--- config.mk ---
export PLATFORM = sky130hd
export DESIGN_NAME = strobe_seq_rx
export DESIGN_NICKNAME = d
export VERILOG_FILES = /design/src/rtl/strobe_seq_rx.sv
export SDC_FILE = /design/constraint.sdc
export NUM_CORES = 1
export LEC_CHECK = 0
export ABC_CLOCK_PERIOD_IN_PS = 7600
export BUFFER_PORTS_ARGS = -buffer_cell sky130_fd_sc_hd__clkbuf_2
export CAP_MARGIN = 0
export CORE_ASPECT_RATIO = 0.6
export CORE_MARGIN = 1
export CORE_UTILIZATION = 50
export DETAILED_ROUTE_END_ITERATION = 10
export GPL_ROUTABILITY_DRIVEN = 1
export PLACE_DENSITY = 0.78
export SETUP_SLACK_MARGIN = 0.3
export SYNTH_ARGS = -nofsm -noshare
export SYNTH_HDL_FRONTEND = slang
export SYNTH_SLANG_ARGS = --single-unit
--- constraint.sdc ---
create_clock -name ck -period 7.6 [get_ports ck]
set_input_delay 0.76 -clock ck [delete_from_list [all_inputs] [get_ports ck]]
set_output_delay 0.76 -clock ck [all_outputs]
set_load 0.005 [all_outputs]
--- src/rtl/strobe_seq_rx.sv ---
// Strobe-qualified counter sample receiver: sequence checker (previous + STEP, mod 2^W)
// feeding a show-ahead FIFO drained over valid/ready, with error counting and overflow flag.
module strobe_seq_rx #(
  parameter int W     = 16,
  parameter int STEP  = 4,
  parameter int DEPTH = 4,
  parameter int ERRW  = 8
) (
  input  logic                     ck,
  input  logic                     rst_n,
  input  logic                     in_stb,
  input  logic [W-1:0]             in_data,
  input  logic                     clr,
  output logic                     out_valid,
  output logic [W-1:0]             out_data,
  input  logic                     out_ready,
  output logic [$clog2(DEPTH):0]   occ,
  output logic                     seq_err,
  output logic [ERRW-1:0]          err_cnt,
  output logic                     ovf,
  output logic                     locked
);

  localparam int AW = $clog2(DEPTH);

  typedef enum logic {UNSYNC, LOCKED} state_t;

  state_t       state, state_next;
  logic [W-1:0] expected, expected_next;
  logic         seq_err_next;

  function automatic logic [ERRW-1:0] sat_inc(input logic [ERRW-1:0] v);
    return (&v) ? v : v + ERRW'(1);
  endfunction

  // Checker: every accepted strobe resyncs expected to the received value + STEP
  always_comb begin
    state_next    = state;
    expected_next = expected;
    seq_err_next  = 1'b0;
    if (clr) begin
      state_next = UNSYNC;
    end else if (in_stb) begin
      expected_next = in_data + W'(STEP);
      state_next    = LOCKED;
      if (state == LOCKED && in_data != expected) seq_err_next = 1'b1;
    end
  end

  always_ff @(posedge ck or negedge rst_n) begin
    if (!rst_n) begin
      state    <= UNSYNC;
      expected <= '0;
      seq_err  <= 1'b0;
      err_cnt  <= '0;
    end else begin
      state    <= state_next;
      expected <= expected_next;
      seq_err  <= seq_err_next;
      if (clr)               err_cnt <= '0;
      else if (seq_err_next) err_cnt <= sat_inc(err_cnt);
    end
  end

  assign locked = (state == LOCKED);

  logic [W-1:0]  mem [DEPTH];
  logic [AW-1:0] wr_ptr, rd_ptr, rd_next;
  logic [AW:0]   remain;
  logic          full, push, pop;
  logic [W-1:0]  head_next;

  assign out_valid = (occ != '0);
  assign full      = (occ == (AW+1)'(DEPTH));
  assign pop       = out_valid && out_ready;
  assign push      = in_stb && (!full || pop);
  assign rd_next   = pop ? rd_ptr + AW'(1) : rd_ptr;
  assign remain    = occ - (AW+1)'(pop);
  // When the only entry left after this cycle is the one being written, bypass the array
  assign head_next = (remain == '0) ? in_data : mem[rd_next];

  always_ff @(posedge ck or negedge rst_n) begin
    if (!rst_n) begin
      wr_ptr   <= '0;
      rd_ptr   <= '0;
      occ      <= '0;
      ovf      <= 1'b0;
      out_data <= '0;
      for (int i = 0; i < DEPTH; i++) mem[i] <= '0;
    end else if (clr) begin
      wr_ptr <= '0;
      rd_ptr <= '0;
      occ    <= '0;
      ovf    <= 1'b0;
    end else begin
      if (push) begin
        mem[wr_ptr] <= in_data;
        wr_ptr      <= wr_ptr + AW'(1);
      end
      rd_ptr <= rd_next;
      occ    <= occ + (AW+1)'(push) - (AW+1)'(pop);
      if (in_stb && !push) ovf <= 1'b1;
      if (remain != '0 || push) out_data <= head_next;
    end
  end

endmodule

[Word level (Yosys, flattened, before mapping)]
Index checks and enable logic that the tools add are counted.
Word-level totals
  register bits after elaboration: 114
  input port bits: 21
  output and inout port bits: 31
Cells by class
  reduce and logical (&&, ||, !) cells: 21
  equality and inequality tests: 3
  $lt $le $gt $ge: 3
  muxes and demuxes: 22
  $add $sub $neg: 7
  bitwise logic cells: 3
Operator list (number)
  $bwmux W64: 1
  $mux W16: 4
  $bmux W16 S2: 1
  $demux W16 S2: 1
  $mux W8: 3
  $add A16 B3 Y16 const B: 1
  $ne A16 B16 Y1: 1
  $add A8 B1 Y8 const B: 1
  $mux W2: 4
  $reduce_and A2 Y1: 4
  $reduce_and A8 Y1: 1
  $reduce_bool A2 Y1: 4
  $mux W1: 7
  $ge A3 B3 Y1 const B: 2
  $not A2 Y3: 2
  $reduce_bool A3 Y1: 2
  $sub A3 B1 Y3: 2
  $logic_and A1 B1 Y1: 5
  $add A2 B1 Y2 const B: 2
  $add A3 B1 Y3: 1
  $eq A3 B3 Y1 const B: 1
  $logic_not A3 Y1: 1
  $lt A3 B1 Y1 const B: 1
  $mux W3: 1
  other kinds (4): 6

[Longest topological paths before layout]
  depth in word-level cells: 8
  mapped depth: 11

[Worst setup path before layout]
No wires, ideal clock.
  path kind: input-to-reg
  start point: in out_ready
  end point: reg occ[2]
  data required time: 7468 ps
  data arrival time: 2473 ps
  stages on the path: 11
  path slack: 4995 ps
  setup time: 132 ps
  path through: o31a_4 buf_2 buf_2 ha_1 inv_1 ha_1 inv_1 fa_1 xor2_1 xnor2_1 nor2_1
Between the ends
  word-level cells in the longest chain between the ends: 6
Ends and longest elaborated chain
  from (decl): RTL line 16  | input logic out_ready,
  $logic_and A1 B1 Y1 *: RTL line 75  | assign pop = out_valid && out_ready;
  $logic_or A1 B1 Y1: RTL line 76  | assign push = in_stb && (!full || pop);
  $logic_and A1 B1 Y1: RTL line 76
  $add A3 B1 Y3: RTL line 101  | occ <= occ + (AW+1)'(push) - (AW+1)'(pop);
  $sub A3 B1 Y3 *: RTL line 101
  $mux W3 *: RTL line 90  | end else if (clr) begin
  to (signal assigned): RTL line 101
  to (decl): RTL line 17  | output logic [$clog2(DEPTH):0] occ,
Mark *: on every way between the ends. The rest lies on a longest branch, timed or not.
A chain may end at the register's enable or synchronous reset.

[Final worst setup path]
  start point: reg occ[1]
  end point: reg out_data[13]
Between the ends
  word-level cells in the longest chain between the ends: 8
  elaborated cells between the ends (all ways): 17
  those cells by class: add/sub (1); eq/ne (1); mux (5); bitwise (1); reduce/logical (9)
Ends and longest elaborated chain
  $reduce_bool A3 Y1: RTL line 73  | assign out_valid = (occ != '0);
  $logic_and A1 B1 Y1: RTL line 75
  $mux W2: RTL line 77  | assign rd_next = pop ? rd_ptr + AW'(1) : rd_ptr;
  $not A2 Y3 (not written as such): RTL line 80  | assign head_next = (remain == '0) ? in_data : mem[rd_next];
  $bmux W16 S2: RTL line 80
  $mux W16 (not written as such) (2 in series): RTL line 80
  $mux W16: RTL line 80
  to (signal assigned): RTL line 103  | if (remain != '0 || push) out_data <= head_next;
  to (decl): RTL line 15  | output logic [W-1:0] out_data,
Parallel ways exist; a longest one is shown, timed or not. The select of a mux whose other input is x is not followed.

==> summary.log <==
qor: worst_setup_path.reg2reg_setup_slack 4390 ps
qor: cts.worst_skew_pair.late_latency 410 ps
qor: worst_hold_path.min-delay-path-class in2async
qor: synthesis.yosys.area.top_type_share 0.4764
qor: worst_setup_path.kind_of_start_point_of_the_critical_path flop
qor: sta.layout_worst_path_cycle_share 0.4223
qor: sta.finalWorstSetupSlack 4391 ps
qor: worst_setup_path.slowest_delay 880 ps
qor: worst_setup_path.critPathLaunch occ[1]$_DFF_PN0_
qor: cells_and_area.diodes 0
qor: synthesis.synth-edff-count 0
qor: route.post_drt_wl_per_cell 18.43 um
qor: cts.cts_h_tree_lvls 4
qor: floorplan.top_level_ports 52
qor: global_routing.antenna_found_initial 0
qor: worst_setup_path.r2r_start occ[1]$_DFF_PN0_
qor: placed_design.dp_worst_setup_slack 4216 ps
qor: synthesis.netlist_instances 539
qor: cells_and_area.synthToLayoutAreaGrowth 14.84%
qor: synthesis.netlist_area 5988 um2
qor: synthesis.syn_nets 570
qor: synthesis.synthesis.area_per_instance 11.11 um2
qor: synthesis.netlist_top_cells_count 114 x dfrtp_1, 52 x mux2_2, 38 x a21oi_1
qor: route.detail_route.drc_violations 0
qor: floorplan.initial_core_utilization 0.5214
qor: global_routing.via_count_of_the_first_global_routing_pass 4164
qor: synthesis.synthTopCellsByArea dfrtp_1 48%, mux2_2 9.8%, mux2i_1 5.5%, xnor2_1 3.9%, a21oi_1 3.2%
qor: cts.clockBufferDepth 2
qor: route.drt-pass1-iter-count 4
qor: worst_setup_path.worst-endpoint-arrival 3530 ps
qor: route.wl 13710 um
qor: placed_design.numPlacedInstances 713
qor: placed_design.placement.cell_area 6272 um2
qor: cells_and_area.final_layout_size_suffix_gt1_frac 0.2671
qor: synthesis.synth_largest_area_cell dfrtp_1
qor: floorplan.die_h 86.77 um
qor: floorplan.width_of_the_chip 143.3 um
qor: placed_design.place.port_buffers 51
qor: floorplan.placeable_core_region 11490 um2
qor: flow_run.max_cap_violations 0
qor: worst_setup_path.crit_fanout 36
qor: route.dr_iter_0_viols 288
qor: cts.clk_root_buffer_cell clkbuf_16
qor: synthesis.synthDistinctLibCells 45
qor: sta.max_slew_margin 0.2555
qor: sta.setup-tns-final 0 ps
qor: worst_setup_path.path_cells o31a_4 > ha_1 > xor2_1 > nor3b_4 > buf_4 > o22ai_2 > nor2_1 > a21oi_1
qor: cts.tritoncts done
qor: sta.worstMarginPinSlew 1117 ps
qor: worst_setup_path.critPathSlowestCell o22ai_2
qor: cts.cts_resized 0
qor: worst_setup_path.crit_path_end_kind flop
qor: cells_and_area.final_nets 603
qor: synthesis.synthFlopType dfrtp_1
qor: sta.hold_viol_final 0
qor: cells_and_area.final.fill_count 936
qor: synthesis.ys_seq_elements 114
qor: worst_setup_path.timing.setup.critical_path_class reg2reg
qor: synthesis.number_of_warnings_printed_during_yosys_synthesis 0
qor: floorplan.design.die.area 12430 um2
qor: route.route.vias.total 4317
qor: synthesis.synth_seq_area_share 0.4764
qor: placed_design.gp_congestion 0.8138
qor: floorplan.row_count 30
qor: power.power.density_cell_area 402.1 nW/um2
qor: sta.report.final.slew_viol_count 0
qor: power.power_leakage 0.002933 uW
qor: placed_design.hpwlAfterDp 9016 um
qor: synthesis.synthMostInstantiatedCell dfrtp_1
qor: cts.worst_setup_hold_path_clk_slew 50 ps
qor: route.post_drt_via_cell_ratio 5.802
qor: cells_and_area.layoutNonFillerInstCount 744
qor: cells_and_area.design_area 6877 um2
qor: cts.cts.sink_count 114
qor: sta.setup_violations 0
qor: global_routing.grt_max_degree 77
qor: route.number_of_antenna_violating_nets_in_the_routed_design 0
qor: synthesis.async_reset_ff_frac 1.000
qor: sta.clock.fmax 311.6 MHz
qor: run_status.run_status finished clean
qor: cts.cts.repair_timing.setup_buffer_count 0
qor: sta.grt_setup_unrepaired no
qor: worst_setup_path.data_required_critical_path 7920 ps
qor: cts.cts_hold_buffers 0
qor: global_routing.global_route.overflow_total 0
qor: sta.period_needed 3209 ps
qor: sta.clock-skew-final 7.040 ps
qor: global_routing.grt_first_pass_wirelength 22180 um
qor: cts.cts_inserted_buffers 17
qor: power.worst_ir_drop_vdd 0.2080 mV
qor: worst_setup_path.r2r_cells 8
qor: global_routing.groute.usage.overall 0.2416
==> final timing paths <==
| kind | endpoint |
|---|---|
| worst min register to register | mem[43]$_DFFE_PN0P_ |
| worst min-delay path | out_data[15]$_DFFE_PN0P_ |
| worst max register to register | out_data[13]$_DFFE_PN0P_ |
| worst max-delay path | out_data[13]$_DFFE_PN0P_ |
| max in group asynchronous | err_cnt[2]$_DFFE_PN0P_ |
| min in group ck | mem[43]$_DFFE_PN0P_ |
==> stage by stage <==
stage	total power (uW)	hold slack (ps)	util
after floorplan	1641	449.2	-
after global placement	1861	463.5	0.5461
after detailed placement	1928	480.0	0.5461
after CTS	2766	323.0	0.5987
after global routing	2945	365.1	0.5987
final	2765	315.4	0.5987
==> cell type report <==
cell class,instances,area [um2],area share
Timing Repair Buffer,56,295.3,0.04294
Inverter,7,26.28,0.003821
Sequential cell,114,2854,0.4150
Clock inverter,5,125.1,0.01820
Multi-Input combinational cell,376,2897,0.4212
Tap cell,160,200.2,0.02911
Clock buffer,26,479.2,0.06969
==> critical path, delay by kind of cell (launching register included) <==
kind	cells	cell delay (ps)
and+or+nand+nor	2	160
xor gates and xnor gates	1	260
adders and majority gates	1	280
AOI/OAI and AO/OA	3	1640
DFF	1	500
buffers and inverters	1	260
==> registers in the layout, summed over array words and instances (netlist names) <==
name	cells
ovf	1
rd_ptr	2
expected	16
out_data	16
wr_ptr	2
err_cnt	8
locked	1
occ	3
seq_err	1
mem	64
==> kinds of logic (layout without fill, tap and decap cells) <==
family,after synthesis,after routing,share of synthesized area
AND/OR/NAND/NOR,122,122,0.1059
buffers and inverters,49,94,0.04200
multiplexers,95,95,0.1718
adder cells (fa/ha/maj),10,10,0.02215
XOR/XNOR,34,34,0.05098
AO/OA/AOI/OAI,115,115,0.1308
flip-flops,114,114,0.4764
==> routing by layer <==
layer  up-vias  GRT usage  part of all wire
met4         0    0.07157             0.010
met3        17    0.06354             0.074
li1       2008          -                 -
met1      2145     0.3562              0.50
met5         -          0                 0
met2       147     0.3477              0.42
==> power by group <==
part	internal (uW)	leakage, uW	total [uW]	switching [uW]
sequential	824	0.00142	974	150
combinational	430	0.00122	972	542
clock	563	0.000293	819	256
total	1820	0.00293	2770	948
==> cells in the final DEF (no fill, tap or decap), types with 2 or more instances in the layout <==
cell type	netlist	final
dfrtp_1	114	113
mux2_2	52	52
clkbuf_2	3	50
a21oi_1	38	38
mux2i_1	33	33
nor2_1	31	31
nand2_1	29	29
xnor2_1	27	27
o21ai_0	24	24
nor2b_1	21	21
clkbuf_16	0	17
a31oi_1	16	16
a22oi_1	16	16
a2111oi_2	11	11
mux2_1	10	10
nand3_1	9	9
ha_1	9	9
inv_1	7	7
clkbuf_1	14	7
nand4_1	6	6
xor2_1	6	6
buf_4	8	6
a2111oi_0	5	5
or3_1	4	4
nand2_2	4	4
nor3_1	4	4
bufinv_16	0	4
nand2b_1	2	2
and3_1	2	2
nor4_1	2	2
clkbuf_8	0	2
Power figures use the tool's default switching activity.
